File: config.mk
export PLATFORM = sky130hd
export DESIGN_NAME = if_id_reg_flat
export DESIGN_NICKNAME = d
export VERILOG_FILES = /design/src/rtl/if_id_reg_if.sv /design/src/rtl/if_id_reg.sv /design/src/flat_wrapper.sv
export SDC_FILE = /design/constraint.sdc
export NUM_CORES = 1
export LEC_CHECK = 0
export CORE_UTILIZATION = 40
export CTS_BUF_LIST = sky130_fd_sc_hd__clkbuf_2
export DETAILED_ROUTE_END_ITERATION = 8
export PLACE_DENSITY_LB_ADDON = 0.05
export SYNTH_ARGS = -nofsm -noshare
export SYNTH_HDL_FRONTEND = slang
export SYNTH_SLANG_ARGS = --single-unit
File: constraint.sdc
create_clock -name clk_i -period 2.1 [get_ports clk_i]
set_clock_uncertainty 0.15 [all_clocks]
set_input_delay 0.21 -clock clk_i [delete_from_list [all_inputs] [get_ports clk_i]]
set_output_delay 0.21 -clock clk_i [all_outputs]
set_load 0.1 [all_outputs]
File: src/rtl/if_id_reg_if.sv
// IF/ID pipeline register bus: fetch-side inputs plus registered outputs to decode.
// master = IF stage / hazard unit side, slave = the pipeline register itself.
interface if_id_reg_if #(
    parameter int ADDR_W = 32,
    parameter int INST_W = 32
);
    logic [ADDR_W-1:0] addr_i;
    logic [INST_W-1:0] inst_i;
    logic              write_i;
    logic              flush_i;
    logic [ADDR_W-1:0] addr_o;
    logic [INST_W-1:0] inst_o;
    logic              valid_o;

    modport master (
        output addr_i,
        output inst_i,
        output write_i,
        output flush_i,
        input  addr_o,
        input  inst_o,
        input  valid_o
    );

    modport slave (
        input  addr_i,
        input  inst_i,
        input  write_i,
        input  flush_i,
        output addr_o,
        output inst_o,
        output valid_o
    );
endinterface

File: src/rtl/if_id_reg.sv
// IF/ID pipeline register with stall (write_i low holds) and a valid flag for decode.
// Define IF_ID_FLUSH_EN to make flush_i load a bubble with priority over write_i.
module if_id_reg #(
    parameter int                ADDR_W   = 32,
    parameter int                INST_W   = 32,
    parameter logic [INST_W-1:0] NOP_INST = {INST_W{1'b0}}
) (
    input  logic        clk_i,
    input  logic        start_i,
    if_id_reg_if.slave  bus
);

    logic [ADDR_W-1:0] addr_q, addr_d;
    logic [INST_W-1:0] inst_q, inst_d;
    logic              valid_q, valid_d;

    // Hold is the default so X on the data inputs cannot leak in during a stall.
    always_comb begin
        addr_d  = addr_q;
        inst_d  = inst_q;
        valid_d = valid_q;
`ifdef IF_ID_FLUSH_EN
        if (bus.flush_i) begin
            addr_d  = '0;
            inst_d  = NOP_INST;
            valid_d = 1'b0;
        end else if (bus.write_i) begin
            addr_d  = bus.addr_i;
            inst_d  = bus.inst_i;
            valid_d = 1'b1;
        end
`else
        if (bus.write_i) begin
            addr_d  = bus.addr_i;
            inst_d  = bus.inst_i;
            valid_d = 1'b1;
        end
`endif
    end

`ifndef IF_ID_FLUSH_EN
    wire unused_flush = bus.flush_i;
`endif

    always_ff @(posedge clk_i or negedge start_i) begin
        if (!start_i) begin
            addr_q  <= '0;
            inst_q  <= NOP_INST;
            valid_q <= 1'b0;
        end else begin
            addr_q  <= addr_d;
            inst_q  <= inst_d;
            valid_q <= valid_d;
        end
    end

    assign bus.addr_o  = addr_q;
    assign bus.inst_o  = inst_q;
    assign bus.valid_o = valid_q;

endmodule

File: src/flat_wrapper.sv
// flat-port wrapper written by rule: the top's interface ports become plain ports
module if_id_reg_flat 
#(
    parameter int                ADDR_W   = 32,
    parameter int                INST_W   = 32,
    parameter logic [INST_W-1:0] NOP_INST = {INST_W{1'b0}}
)
  (clk_i, start_i, bus_addr_i, bus_inst_i, bus_write_i, bus_flush_i, bus_addr_o, bus_inst_o, bus_valid_o);
  if_id_reg_if #(.ADDR_W(ADDR_W), .INST_W(INST_W)) bus_i ();
  input  logic clk_i;
  input  logic start_i;
  input wire logic [$bits(bus_i.addr_i)-1:0] bus_addr_i;
  input wire logic [$bits(bus_i.inst_i)-1:0] bus_inst_i;
  input wire logic [$bits(bus_i.write_i)-1:0] bus_write_i;
  input wire logic [$bits(bus_i.flush_i)-1:0] bus_flush_i;
  output wire logic [$bits(bus_i.addr_o)-1:0] bus_addr_o;
  output wire logic [$bits(bus_i.inst_o)-1:0] bus_inst_o;
  output wire logic [$bits(bus_i.valid_o)-1:0] bus_valid_o;
  assign bus_i.addr_i = bus_addr_i;
  assign bus_i.inst_i = bus_inst_i;
  assign bus_i.write_i = bus_write_i;
  assign bus_i.flush_i = bus_flush_i;
  assign bus_addr_o = bus_i.addr_o;
  assign bus_inst_o = bus_i.inst_o;
  assign bus_valid_o = bus_i.valid_o;
  if_id_reg #(.ADDR_W(ADDR_W), .INST_W(INST_W), .NOP_INST(NOP_INST)) u_core (.clk_i(clk_i), .start_i(start_i), .bus(bus_i));
endmodule
==> out/qor.csv <==
metric,value,unit
die_h,82.78,µm
die_x,82.78,µm
drtPass1Iterations,5,
drv_cap,0,
crit_type,register to output port,
slew_headroom,77.09,%
drcViolationCount,4,
placed_cell_area,3842,µm²
synthFlopType,dfrtp_1,
critPathRequiredTime,1740,ps
ys_warn_count,0,
r2r_end,u_core.bus.inst_o[21],
timing.fmax,667.3,MHz
clock_sinks,65,
grt_pass1_vias,1604,
report.final.slew_viol_count,0,
crit_buf_inv,1,
post-route-cell-area,3926,µm²
rows,29,
pwr_density_cell,897.8,nW/µm²
antenna_found_initial,0,
status,"complete, but fails checks",
finalCriticalPeriod,1499,ps
p_int,1.956,mW
clockPowerShare,15.6,%
clock_path_buffers,2,
routed_wl,5300,µm
multi_input_area,910.9,µm²
hold_path_depth,2,
rsz0062_at_grt,no,
clk_latency,430,ps
hold_end,u_core.bus.inst_o[20],
crit_chain,buf_4,
wl_per_cell,14.80,µm
end_kind,output port,
syn_avg_cell_area,19.05,µm²
synth_seq_area_share,62.32,%
yosys-top-cells-count,"dfrtp_1 (65), mux2_4 (49), mux2_2 (15), buf_6 (6)",
hold_path.class,input port to register,
synthCells,137,
hp-start,bus_write_i,
io_pins,133,
yosysTopAreaCellShare,62.32,%
start_util,41.34,%
r2r_setup_slack,1160,ps
vias,1630,
cts_tree,done,
antenna_left,0,
final-hold-violation-count,0,
routed_via_density,4.553,
worstMarginPinSlew,343.7,ps
top_layer,met4,
regArea,1627,µm²
drtIter0Drc,55,
cp.arrival,1140,ps
setup_viol,0,
htree_levels,3,
diodes,0,
critPathSlowestCell,dfrtp_1,
r2r_cells,1,
synth_edf_count,0,
post-route-period-util,71.36,%
worst_hold_slack,80.33,ps
grt_pass1_wl,7776,µm
synth_nets,205,
crit_path_max_fanout,2,
cp_top_family,flip-flops,
core_area,6314,µm²
wl_met2,2475,µm
cts_buffers,9,
dp_hpwl,3730,µm
ys_async_sr_fraction,100.0,%
syn2layout_area_growth,50.43,%
start_kind,register,
nets,345,
grt-ovfl-total,0,
cts_root_buffer,clkbuf_2,
port_buffers,131,
path_clk_slew,170,ps
die_area,6852,µm²
syn-cell-area,2610,µm²
slowest_delay,390,ps
grt_max_degree,66,
violations,design-rule violations,
fillers,509,
ys_seq_elements,65,
yosysTopAreaCell,dfrtp_1,
leakage,1.886,nW
p_sw_share,44.50,%
synth_cell_types,6,
pwr-share-seq,40.9,%
route.met3.wl,547,µm
drive_above_1_share,53.02,%
wl_met1,2220,µm
final_util,62.19,%
switchingPower,1.569,mW
p_comb_share,43.4,%
ir_drop,0.0004759,V
setup-tns-final,0,ps
crit-reg2reg-launch,u_core.bus.inst_o[21],
grtUsageTotal,15.87,%
synth.most_common_cell,dfrtp_1,
gp_congestion,0.6843,
synth.area.top_cells,"dfrtp_1 (62%), mux2_4 (28%), mux2_2 (6.5%)",
-- per-stage QoR --
stage / power [mW] / setup slack [ps] / cells
2_1_floorplan: 2.600 / 691.7 / 137
3_3_place_gp: 2.992 / 698.9 / 342
3_5_place_dp: 3.003 / 689.5 / 342
4_1_cts: 3.575 / 527.7 / 358
5_1_grt: 3.689 / 485.1 / 358
6_report: 3.525 / 601.5 / 358
-- kinds of logic after synthesis --
kind of cell | share of synthesized area [%]
flip-flops | 62.32
multiplexers | 34.66
buffers and inverters | 2.780
AND/OR/NAND/NOR | 0.2398
-- metal layers --
metal  vias up  GRT usage (%)
met4         0          4.655
met2        76          24.51
met5         -              0
met1       791          19.83
li1        757              -
met3         6          7.432
-- sequential cells by signal, indices dropped and copies added (netlist names) --
signal,flops
u_core.bus.valid_o,1
u_core.bus.addr_o,32
u_core.bus.inst_o,32
-- power by group through the flow --
stage | Sequential (mW) | Combinational [mW] | Clock, mW
final | 1.44 | 1.53 | 0.551
after CTS | 1.44 | 1.54 | 0.590
after detailed placement | 1.46 | 1.54 | 0
after floorplan | 2.38 | 0.225 | 0
after global placement | 1.46 | 1.53 | 0
after global routing | 1.46 | 1.58 | 0.649
-- how the worst max path moves through the flow --
stage | endpoint | slack [ps] | startpoint | cells after the start
finish | bus_addr_o[3] | 600 | u_core.bus.addr_o[3] | 1
CTS | bus_addr_o[3] | 530 | u_core.bus.addr_o[3] | 1
global placement | u_core.bus.inst_o[30] | 700 | bus_write_i | 3
detailed placement | u_core.bus.addr_o[6] | 690 | bus_write_i | 3
global route | bus_addr_o[28] | 490 | u_core.bus.addr_o[28] | 1
floorplan | u_core.bus.addr_o[11] | 690 | u_core.bus.addr_o[11] | 1
-- cells in the final DEF, fill, tap and decap left out --
| master | Yosys | routed |
|---|---|---|
| buf_4 | 0 | 67 |
| dfrtp_1 | 65 | 65 |
| clkdlybuf4s50_1 | 0 | 64 |
| mux2_4 | 49 | 49 |
| mux2_2 | 15 | 15 |
| clkbuf_2 | 0 | 10 |
| clkinv_2 | 0 | 4 |
| buf_12 | 0 | 3 |
| or2_1 | 1 | 1 |
| clkinv_1 | 0 | 1 |
| dlygate4sd3_1 | 0 | 1 |
| buf_2 | 1 | 1 |
-- final cells by class --
class	count	area share, %
well taps	77	2.454
flip-flops and latches	65	41.43
clock inverters	5	0.6055
multi-input cells	65	23.20
clock buffers	10	1.275
repair buffers	136	31.04
-- repair_timing --
item,in CTS,in global routing
hold endpoints to repair,65,0
hold buffers,1,0
resized for setup,0,0
setup buffers,0,0
Note: power is estimated with default switching activity, not from simulation.
